[src/rtl/mat_pkg.sv]
`default_nettype none
// +------------------------------------------------------------------+
// | mat_pkg: shared constants, state encoding and ASCII helpers for   |
// | the matrix result formatter.  Rev 1.0                             |
// +------------------------------------------------------------------+
package mat_pkg;

  localparam int MAX_DIM_DEF = 5;
  localparam int CNT_W       = 5;

  localparam logic [7:0] ASCII_SPACE = 8'h20;
  localparam logic [7:0] ASCII_CR    = 8'h0D;
  localparam logic [7:0] ASCII_LF    = 8'h0A;
  localparam logic [7:0] ASCII_X     = 8'h78;
  localparam logic [7:0] ASCII_0     = 8'h30;

  typedef enum logic [3:0] {
    ST_IDLE       = 4'd0,
    ST_CAPTURE    = 4'd1,
`ifdef MAT_RESULT_HEADER_EN
    ST_HEADER     = 4'd2,
`endif
    ST_CONV       = 4'd3,
    ST_EMIT_FIELD = 4'd4,
    ST_EMIT_SEP   = 4'd5,
    ST_EMIT_CR    = 4'd6,
    ST_EMIT_LF    = 4'd7,
    ST_DONE       = 4'd8
  } state_e;

  // A blanked digit prints as a space so the field stays right-aligned.
  function automatic logic [7:0] digit_chr(input logic [3:0] d, input logic blank);
    return blank ? ASCII_SPACE : (ASCII_0 | {4'b0, d});
  endfunction

  function automatic logic [7:0] dim_chr(input logic [2:0] d);
    return ASCII_0 | {5'b0, d};
  endfunction

endpackage
`default_nettype wire

[src/rtl/mat_result_fmt_if.sv]
`default_nettype none
// +------------------------------------------------------------------+
// | mat_result_fmt_if: element capture stream plus UART byte          |
// | handshake and frame status for mat_result_fmt.  Rev 1.0           |
// +------------------------------------------------------------------+
interface mat_result_fmt_if;

  logic       frame_start;
  logic [2:0] dim_m;
  logic [2:0] dim_n;
  logic       in_valid;
  logic [7:0] in_data;
  logic       tx_ready;
  logic       tx_valid;
  logic [7:0] tx_data;
  logic       busy;
  logic       frame_done;
  logic       fmt_error;

  modport slave (
    input  frame_start, dim_m, dim_n, in_valid, in_data, tx_ready,
    output tx_valid, tx_data, busy, frame_done, fmt_error
  );

  modport master (
    output frame_start, dim_m, dim_n, in_valid, in_data, tx_ready,
    input  tx_valid, tx_data, busy, frame_done, fmt_error
  );

endinterface
`default_nettype wire

[src/rtl/mat_bin2dec.sv]
`default_nettype none
// +------------------------------------------------------------------+
// | mat_bin2dec: combinational 8-bit to 3-digit decimal with leading  |
// | zero blank flags (units digit is never blanked).  Rev 1.0         |
// +------------------------------------------------------------------+
module mat_bin2dec (
  input  wire logic [7:0] bin,
  output logic      [3:0] hund,
  output logic      [3:0] tens,
  output logic      [3:0] ones,
  output logic            blank_hund,
  output logic            blank_tens
);

  assign hund       = 4'(bin / 8'd100);
  assign tens       = 4'((bin / 8'd10) % 8'd10);
  assign ones       = 4'(bin % 8'd10);
  assign blank_hund = (hund == 4'd0);
  assign blank_tens = (hund == 4'd0) && (tens == 4'd0);

endmodule
`default_nettype wire

[src/rtl/mat_result_fmt.sv]
`default_nettype none
// +------------------------------------------------------------------+
// | mat_result_fmt: buffers a row-major result matrix, then prints it |
// | as 3-char right-aligned decimal fields with CR LF per row.        |
// | Optional MAT_RESULT_HEADER_EN prefixes an "MxN" CR LF line.       |
// | Rev 1.0                                                           |
// +------------------------------------------------------------------+
module mat_result_fmt
  import mat_pkg::*;
#(
  parameter int MAX_DIM = MAX_DIM_DEF,
  parameter int DATA_W  = 8
) (
  input wire logic         clk,
  input wire logic         rst_n,
  mat_result_fmt_if.slave  bus
);

  localparam int DEPTH = MAX_DIM * MAX_DIM;

  state_e             state_q, state_d;
  logic [2:0]         dim_m_q, dim_m_d;
  logic [2:0]         dim_n_q, dim_n_d;
  logic [CNT_W-1:0]   total_q, total_d;
  logic [CNT_W-1:0]   wr_cnt_q, wr_cnt_d;
  logic [CNT_W-1:0]   rd_idx_q, rd_idx_d;
  logic [2:0]         col_q, col_d;
  logic [2:0]         byte_idx_q, byte_idx_d;
  logic [7:0]         tens_chr_q, tens_chr_d;
  logic [7:0]         units_chr_q, units_chr_d;
  logic               tx_valid_q, tx_valid_d;
  logic [7:0]         tx_data_q, tx_data_d;
  logic               busy_q, busy_d;
  logic               frame_done_q, frame_done_d;
  logic               fmt_error_q, fmt_error_d;

  logic [DATA_W-1:0]  mem_q [DEPTH];
  logic               mem_we;

  logic               w_xfer;
  logic               w_bad_dims;
  logic [3:0]         w_hund, w_tens, w_ones;
  logic               w_blank_hund, w_blank_tens;

  mat_bin2dec u_bin2dec (
    .bin        (mem_q[rd_idx_q]),
    .hund       (w_hund),
    .tens       (w_tens),
    .ones       (w_ones),
    .blank_hund (w_blank_hund),
    .blank_tens (w_blank_tens)
  );

  assign w_xfer     = tx_valid_q && bus.tx_ready;
  assign w_bad_dims = (bus.dim_m == 3'd0) || (int'(bus.dim_m) > MAX_DIM) ||
                      (bus.dim_n == 3'd0) || (int'(bus.dim_n) > MAX_DIM);

  always_comb begin
    state_d      = state_q;
    dim_m_d      = dim_m_q;
    dim_n_d      = dim_n_q;
    total_d      = total_q;
    wr_cnt_d     = wr_cnt_q;
    rd_idx_d     = rd_idx_q;
    col_d        = col_q;
    byte_idx_d   = byte_idx_q;
    tens_chr_d   = tens_chr_q;
    units_chr_d  = units_chr_q;
    tx_valid_d   = tx_valid_q;
    tx_data_d    = tx_data_q;
    busy_d       = busy_q;
    frame_done_d = 1'b0;
    fmt_error_d  = 1'b0;
    mem_we       = 1'b0;

    // A new frame request is only honoured from IDLE; anything else is an error.
    if (bus.frame_start && (state_q != ST_IDLE)) fmt_error_d = 1'b1;

    case (state_q)
      ST_IDLE: begin
        if (bus.frame_start) begin
          if (w_bad_dims) begin
            fmt_error_d = 1'b1;
          end else begin
            dim_m_d  = bus.dim_m;
            dim_n_d  = bus.dim_n;
            total_d  = CNT_W'({3'b0, bus.dim_m} * {3'b0, bus.dim_n});
            wr_cnt_d = '0;
            busy_d   = 1'b1;
            state_d  = ST_CAPTURE;
          end
        end
      end

      ST_CAPTURE: begin
        if (bus.in_valid) begin
          mem_we   = 1'b1;
          wr_cnt_d = wr_cnt_q + 5'd1;
          if (wr_cnt_q == total_q - 5'd1) begin
            rd_idx_d = '0;
            col_d    = '0;
`ifdef MAT_RESULT_HEADER_EN
            byte_idx_d = '0;
            tx_valid_d = 1'b1;
            tx_data_d  = dim_chr(dim_m_q);
            state_d    = ST_HEADER;
`else
            state_d    = ST_CONV;
`endif
          end
        end
      end

`ifdef MAT_RESULT_HEADER_EN
      ST_HEADER: begin
        if (w_xfer) begin
          byte_idx_d = byte_idx_q + 3'd1;
          case (byte_idx_q)
            3'd0:    tx_data_d = ASCII_X;
            3'd1:    tx_data_d = dim_chr(dim_n_q);
            3'd2:    tx_data_d = ASCII_CR;
            3'd3:    tx_data_d = ASCII_LF;
            default: begin
              tx_valid_d = 1'b0;
              state_d    = ST_CONV;
            end
          endcase
        end
      end
`endif

      ST_CONV: begin
        tens_chr_d  = digit_chr(w_tens, w_blank_tens);
        units_chr_d = digit_chr(w_ones, 1'b0);
        tx_data_d   = digit_chr(w_hund, w_blank_hund);
        tx_valid_d  = 1'b1;
        byte_idx_d  = '0;
        state_d     = ST_EMIT_FIELD;
      end

      ST_EMIT_FIELD: begin
        if (w_xfer) begin
          if (byte_idx_q == 3'd0) begin
            tx_data_d  = tens_chr_q;
            byte_idx_d = 3'd1;
          end else if (byte_idx_q == 3'd1) begin
            tx_data_d  = units_chr_q;
            byte_idx_d = 3'd2;
          end else if (col_q == dim_n_q - 3'd1) begin
            tx_data_d = ASCII_CR;
            state_d   = ST_EMIT_CR;
          end else begin
            tx_data_d = ASCII_SPACE;
            state_d   = ST_EMIT_SEP;
          end
        end
      end

      ST_EMIT_SEP: begin
        if (w_xfer) begin
          tx_valid_d = 1'b0;
          rd_idx_d   = rd_idx_q + 5'd1;
          col_d      = col_q + 3'd1;
          state_d    = ST_CONV;
        end
      end

      ST_EMIT_CR: begin
        if (w_xfer) begin
          tx_data_d = ASCII_LF;
          state_d   = ST_EMIT_LF;
        end
      end

      ST_EMIT_LF: begin
        if (w_xfer) begin
          tx_valid_d = 1'b0;
          col_d      = '0;
          if (rd_idx_q == total_q - 5'd1) begin
            frame_done_d = 1'b1;
            busy_d       = 1'b0;
            state_d      = ST_DONE;
          end else begin
            rd_idx_d = rd_idx_q + 5'd1;
            state_d  = ST_CONV;
          end
        end
      end

      ST_DONE: state_d = ST_IDLE;

      default: state_d = ST_IDLE;
    endcase
  end

  always_ff @(posedge clk or negedge rst_n) begin
    if (!rst_n) begin
      state_q      <= ST_IDLE;
      dim_m_q      <= '0;
      dim_n_q      <= '0;
      total_q      <= '0;
      wr_cnt_q     <= '0;
      rd_idx_q     <= '0;
      col_q        <= '0;
      byte_idx_q   <= '0;
      tens_chr_q   <= '0;
      units_chr_q  <= '0;
      tx_valid_q   <= 1'b0;
      tx_data_q    <= '0;
      busy_q       <= 1'b0;
      frame_done_q <= 1'b0;
      fmt_error_q  <= 1'b0;
    end else begin
      state_q      <= state_d;
      dim_m_q      <= dim_m_d;
      dim_n_q      <= dim_n_d;
      total_q      <= total_d;
      wr_cnt_q     <= wr_cnt_d;
      rd_idx_q     <= rd_idx_d;
      col_q        <= col_d;
      byte_idx_q   <= byte_idx_d;
      tens_chr_q   <= tens_chr_d;
      units_chr_q  <= units_chr_d;
      tx_valid_q   <= tx_valid_d;
      tx_data_q    <= tx_data_d;
      busy_q       <= busy_d;
      frame_done_q <= frame_done_d;
      fmt_error_q  <= fmt_error_d;
    end
  end

  // Element buffer carries no reset; its contents are rewritten every frame.
  always_ff @(posedge clk) begin
    if (mem_we) mem_q[wr_cnt_q] <= DATA_W'(bus.in_data);
  end

  assign bus.tx_valid   = tx_valid_q;
  assign bus.tx_data    = tx_data_q;
  assign bus.busy       = busy_q;
  assign bus.frame_done = frame_done_q;
  assign bus.fmt_error  = fmt_error_q;

endmodule
`default_nettype wire

[src/flat_wrapper.sv]
// flat-port wrapper written by rule: the top's interface ports become plain ports
module mat_result_fmt_flat import mat_pkg::*;
#(
  parameter int MAX_DIM = MAX_DIM_DEF,
  parameter int DATA_W  = 8
)
  (clk, rst_n, bus_frame_start, bus_dim_m, bus_dim_n, bus_in_valid, bus_in_data, bus_tx_ready, bus_tx_valid, bus_tx_data, bus_busy, bus_frame_done, bus_fmt_error);
  mat_result_fmt_if bus_i ();
  input wire logic clk;
  input wire logic rst_n;
  input wire logic [$bits(bus_i.frame_start)-1:0] bus_frame_start;
  input wire logic [$bits(bus_i.dim_m)-1:0] bus_dim_m;
  input wire logic [$bits(bus_i.dim_n)-1:0] bus_dim_n;
  input wire logic [$bits(bus_i.in_valid)-1:0] bus_in_valid;
  input wire logic [$bits(bus_i.in_data)-1:0] bus_in_data;
  input wire logic [$bits(bus_i.tx_ready)-1:0] bus_tx_ready;
  output wire logic [$bits(bus_i.tx_valid)-1:0] bus_tx_valid;
  output wire logic [$bits(bus_i.tx_data)-1:0] bus_tx_data;
  output wire logic [$bits(bus_i.busy)-1:0] bus_busy;
  output wire logic [$bits(bus_i.frame_done)-1:0] bus_frame_done;
  output wire logic [$bits(bus_i.fmt_error)-1:0] bus_fmt_error;
  assign bus_i.frame_start = bus_frame_start;
  assign bus_i.dim_m = bus_dim_m;
  assign bus_i.dim_n = bus_dim_n;
  assign bus_i.in_valid = bus_in_valid;
  assign bus_i.in_data = bus_in_data;
  assign bus_i.tx_ready = bus_tx_ready;
  assign bus_tx_valid = bus_i.tx_valid;
  assign bus_tx_data = bus_i.tx_data;
  assign bus_busy = bus_i.busy;
  assign bus_frame_done = bus_i.frame_done;
  assign bus_fmt_error = bus_i.fmt_error;
  mat_result_fmt #(.MAX_DIM(MAX_DIM), .DATA_W(DATA_W)) u_core (.clk(clk), .rst_n(rst_n), .bus(bus_i));
endmodule
[config.mk]
export PLATFORM = sky130hd
export DESIGN_NAME = mat_result_fmt_flat
export DESIGN_NICKNAME = d
export VERILOG_FILES = /design/src/rtl/mat_pkg.sv /design/src/rtl/mat_result_fmt_if.sv /design/src/rtl/mat_bin2dec.sv /design/src/rtl/mat_result_fmt.sv /design/src/flat_wrapper.sv
export SDC_FILE = /design/constraint.sdc
export NUM_CORES = 1
export LEC_CHECK = 0
export CORE_UTILIZATION = 45
export CTS_CLUSTER_SIZE = 30
export DETAILED_ROUTE_END_ITERATION = 10
export PLACE_DENSITY = 0.66
export SLEW_MARGIN = 20
export SYNTH_ARGS = -nofsm -noshare
export SYNTH_HDL_FRONTEND = slang
export SYNTH_HIERARCHICAL = 1
export SYNTH_SLANG_ARGS = --single-unit
[constraint.sdc]
create_clock -name clk -period 6.7 [get_ports clk]
set_input_delay 1.34 -clock clk [delete_from_list [all_inputs] [get_ports clk]]
set_output_delay 1.34 -clock clk [all_outputs]
set_load 0.02 [all_outputs]
==> metrics.txt <==
Core Box Area=around 25000 um^2; pwr dens=238 nW/um^2; startpoint types=flip-flop; fin crit period=5920 ps; placed cell areas=approximately 12000 um^2; layout cells sized above 1=18.0%; vias per inst=5.76; row count=a little under 60; H-tree depth=1; leak pwr=approximately 0.0045 uW; highest-delay cell along the critical path=mux4_2; Post-Route WL=24.0 mm; placer's final routability congestion estimate=0.870; DRT iter0 DRCs=630; top cells by instance count after synthesis=200 x edfxtp_1, 67 x nand2_1, 62 x nor2_1; max_cap viols=0; Final Setup Violations=0; die height=163 um; Syn Area/Cell=roughly 15 um^2; synth warn=6; Clock transition at path regs=60 ps; critical path arrival=6330 ps; grt ovf=0; via count=6646; Area contributors post-synth=edfxtp_1 51%, dfrtp_1 10%, mux4_2 7.5%; Worst Path Required=7120 ps; CTS tree=done; Die Footprint=26600 um^2; wire length per cell=20.8 um; root buf cell=clkbuf_16; vias in the first global route=6514; CP Capture Type=flip-flop; Area growth, synth to finish=11.8%; width of the chip=163 um; Yosys cell types=82; largest net degree at the start of global routing=between 40 and 50; Syn Inst Count=782; Final Max Slew Viols=0; Post-synth ARST share=19.0%; DRT Pass-1 Iters=5; CTS max path bufs=3; Final Hold Vio Count=0; Max Clk Rate=169 MHz; # Post-CTS Setup Buffers=0; Yosys top cell by area=edfxtp_1; initial antenna violation count=0; crit path buf inv count=1; RSZ-0062 raised after global routing=false; worst-path cell chain=buf_4 > mux4_2 > mux2_2 > mux4_2 > ha_1 > or2_0 > o211a_1 > o21ai_0 > a21oi_1 > o21ai_1 > ha_1 > o221a_2 > a31oi_4 > o21ai_0 > o21ai_0 > ha_1 > or4_1 > o21a_1 > nand3b_1 > nand2_1; Post-Synthesis Cell Area=11700 um^2; Top delay family on crit path=compound AO/OA/AOI/OAI gates; top cell type's share of synthesized area=51.5%; most frequent cell after synthesis=edfxtp_1; delay of the slowest critical-path stage=around 630 ps; total CTS buffers=25; hold-fix buffers at CTS=0; sink count of the clock tree=between 200 and 250; Final nets=between 800 and 900; final worst path period share=88.3%; Initial Util=46.1%; critical-path maximum fanout=15; Slew @ Worst Pin=1030 ps; final instance area=approximately 13000 um^2; outcome=completed; number of synthesized register bits=247; post-DP HPWL=15.6 mm; Clock Latency Late Sink=540 ps; CTS resizes=0; final setup skew=14.3 ps; IO buf count=28; Filler cells=2028; Rel. slew slack=31.1%; Peak VDD IR=between 200 and 250 uV; wire length of the first global-routing pass=37.3 mm; GRT Overall Usage=18.6%; Synth Flop Type=edfxtp_1; footprint of the multi-input gates=4170 um^2; ant diodes=0; setup tns final=0 ps; Routed Antenna Nets=0; Setup CP Type=flip-flop to flip-flop; register area share after synthesis=61.5%; HP Class=flip-flop to flip-flop; EDFF count, synth=200; # DRC=0; Sequential Area=7180 um^2; I/O Pins=31
where the power goes:
group / total, uW / internal (uW) / leakage [uW] / switching (uW)
sequential: 1660 / 1660 / 0.00240 / 0.0927
combinational: 49.4 / 14.1 / 0.00167 / 35.3
clock: 1400 / 818 / 0.000399 / 578
registers in the layout, indices dropped and copies added, names as in the netlist:
signal,count
u_core/col_q,3
u_core/state_q,4
u_core/mem_q,200
u_core/tens_chr_q,5
u_core/bus.tx_data,6
u_core/bus.frame_done,1
u_core/bus.tx_valid,1
u_core/bus.fmt_error,1
u_core/total_q,5
u_core/bus.busy,1
u_core/units_chr_q,5
u_core/wr_cnt_q,5
u_core/byte_idx_q,2
u_core/rd_idx_q,5
u_core/dim_n_q,3
through the flow:
| stage | std cells | total power, uW | util (%) | hold slack, ps | setup slack [ps] |
|---|---|---|---|---|---|
| floorplan | 784 | 1700 | - | 438 | 1500 |
| global placement | 1110 | 1740 | 48.3 | 463 | 910 |
| detailed placement | 1110 | 1740 | 48.3 | 466 | 846 |
| CTS | 1153 | 3140 | 51.5 | 482 | 821 |
| global route | 1153 | 3200 | 51.5 | 502 | 438 |
| finish | 1153 | 3110 | 51.5 | 478 | 783 |
final timing paths:
| path | startpoint | end | slack, ps | depth (start not counted) |
|---|---|---|---|---|
| max reg2reg | u_core/rd_idx_q[0] | u_core/tens_chr_q[3] | 780 | 20 |
| min in group asynchronous | rst_n | u_core/bus.tx_data[2] | 920 | 2 |
| max | u_core/rd_idx_q[0] | u_core/tens_chr_q[3] | 780 | 20 |
| max in group asynchronous | rst_n | u_core/rd_idx_q[0] | 5310 | 2 |
| min reg2reg | u_core/units_chr_q[1] | u_core/units_chr_q[1] | 480 | 2 |
| min | u_core/units_chr_q[1] | u_core/units_chr_q[1] | 480 | 2 |
cells in the final DEF (no fill, tap or decap), types with 13 or more instances in the layout:
cell             synthesis  routed
dfrtp_1                 47      45
nor2_1                  62      62
mux4_1                  17      17
mux2_2                  30      30
edfxtp_1               200     200
o21ai_0                 22      22
clkdlybuf4s50_1          0      26
nor3_1                  13      13
inv_1                   21      21
a21oi_1                 21      21
mux4_2                  39      39
nand2_1                 67      67
nand3_1                 18      18
clkbuf_16                0      25
ha_1                    20      20
xnor2_1                 18      18
tightest hold or removal path, delay by kind of cell, from the launching register on:
family | cells | cell delay [ps]
simple gates | 2 | 110
flops | 1 | 340
cell type report:
| type | count | share of cell area, % |
|---|---|---|
| repair buffers | 39 | 2.80 |
| multi-input cells | 471 | 32.0 |
| flip-flops and latches | 247 | 55.1 |
| clock inverters | 14 | 1.34 |
| clock buffers | 29 | 4.99 |
| well taps | 330 | 3.17 |
| inverters | 23 | 0.662 |
cells by family (layout without fill, tap and decap cells):
group | Yosys count | in the layout | share of synthesized area, %
AOI/OAI and AO/OA | 103 | 103 | 6.42
xor gates and xnor gates | 24 | 24 | 2.05
adders and majority gates | 23 | 23 | 2.58
buffers and inverters | 66 | 105 | 2.81
DFF | 247 | 247 | 61.5
muxes | 94 | 94 | 14.9
other | 2 | 4 | 0.0643
and+or+nand+nor | 223 | 223 | 9.59
layer usage:
metal	part of all wire [%]	up-vias	track usage (%)
li1	-	3059	-
met1	45	3367	26.2
met2	47	177	29.4
met3	4.8	43	3.00
met4	2.8	0	6.54
met5	0	-	0
No activity file was read; power rests on OpenSTA's default activity.
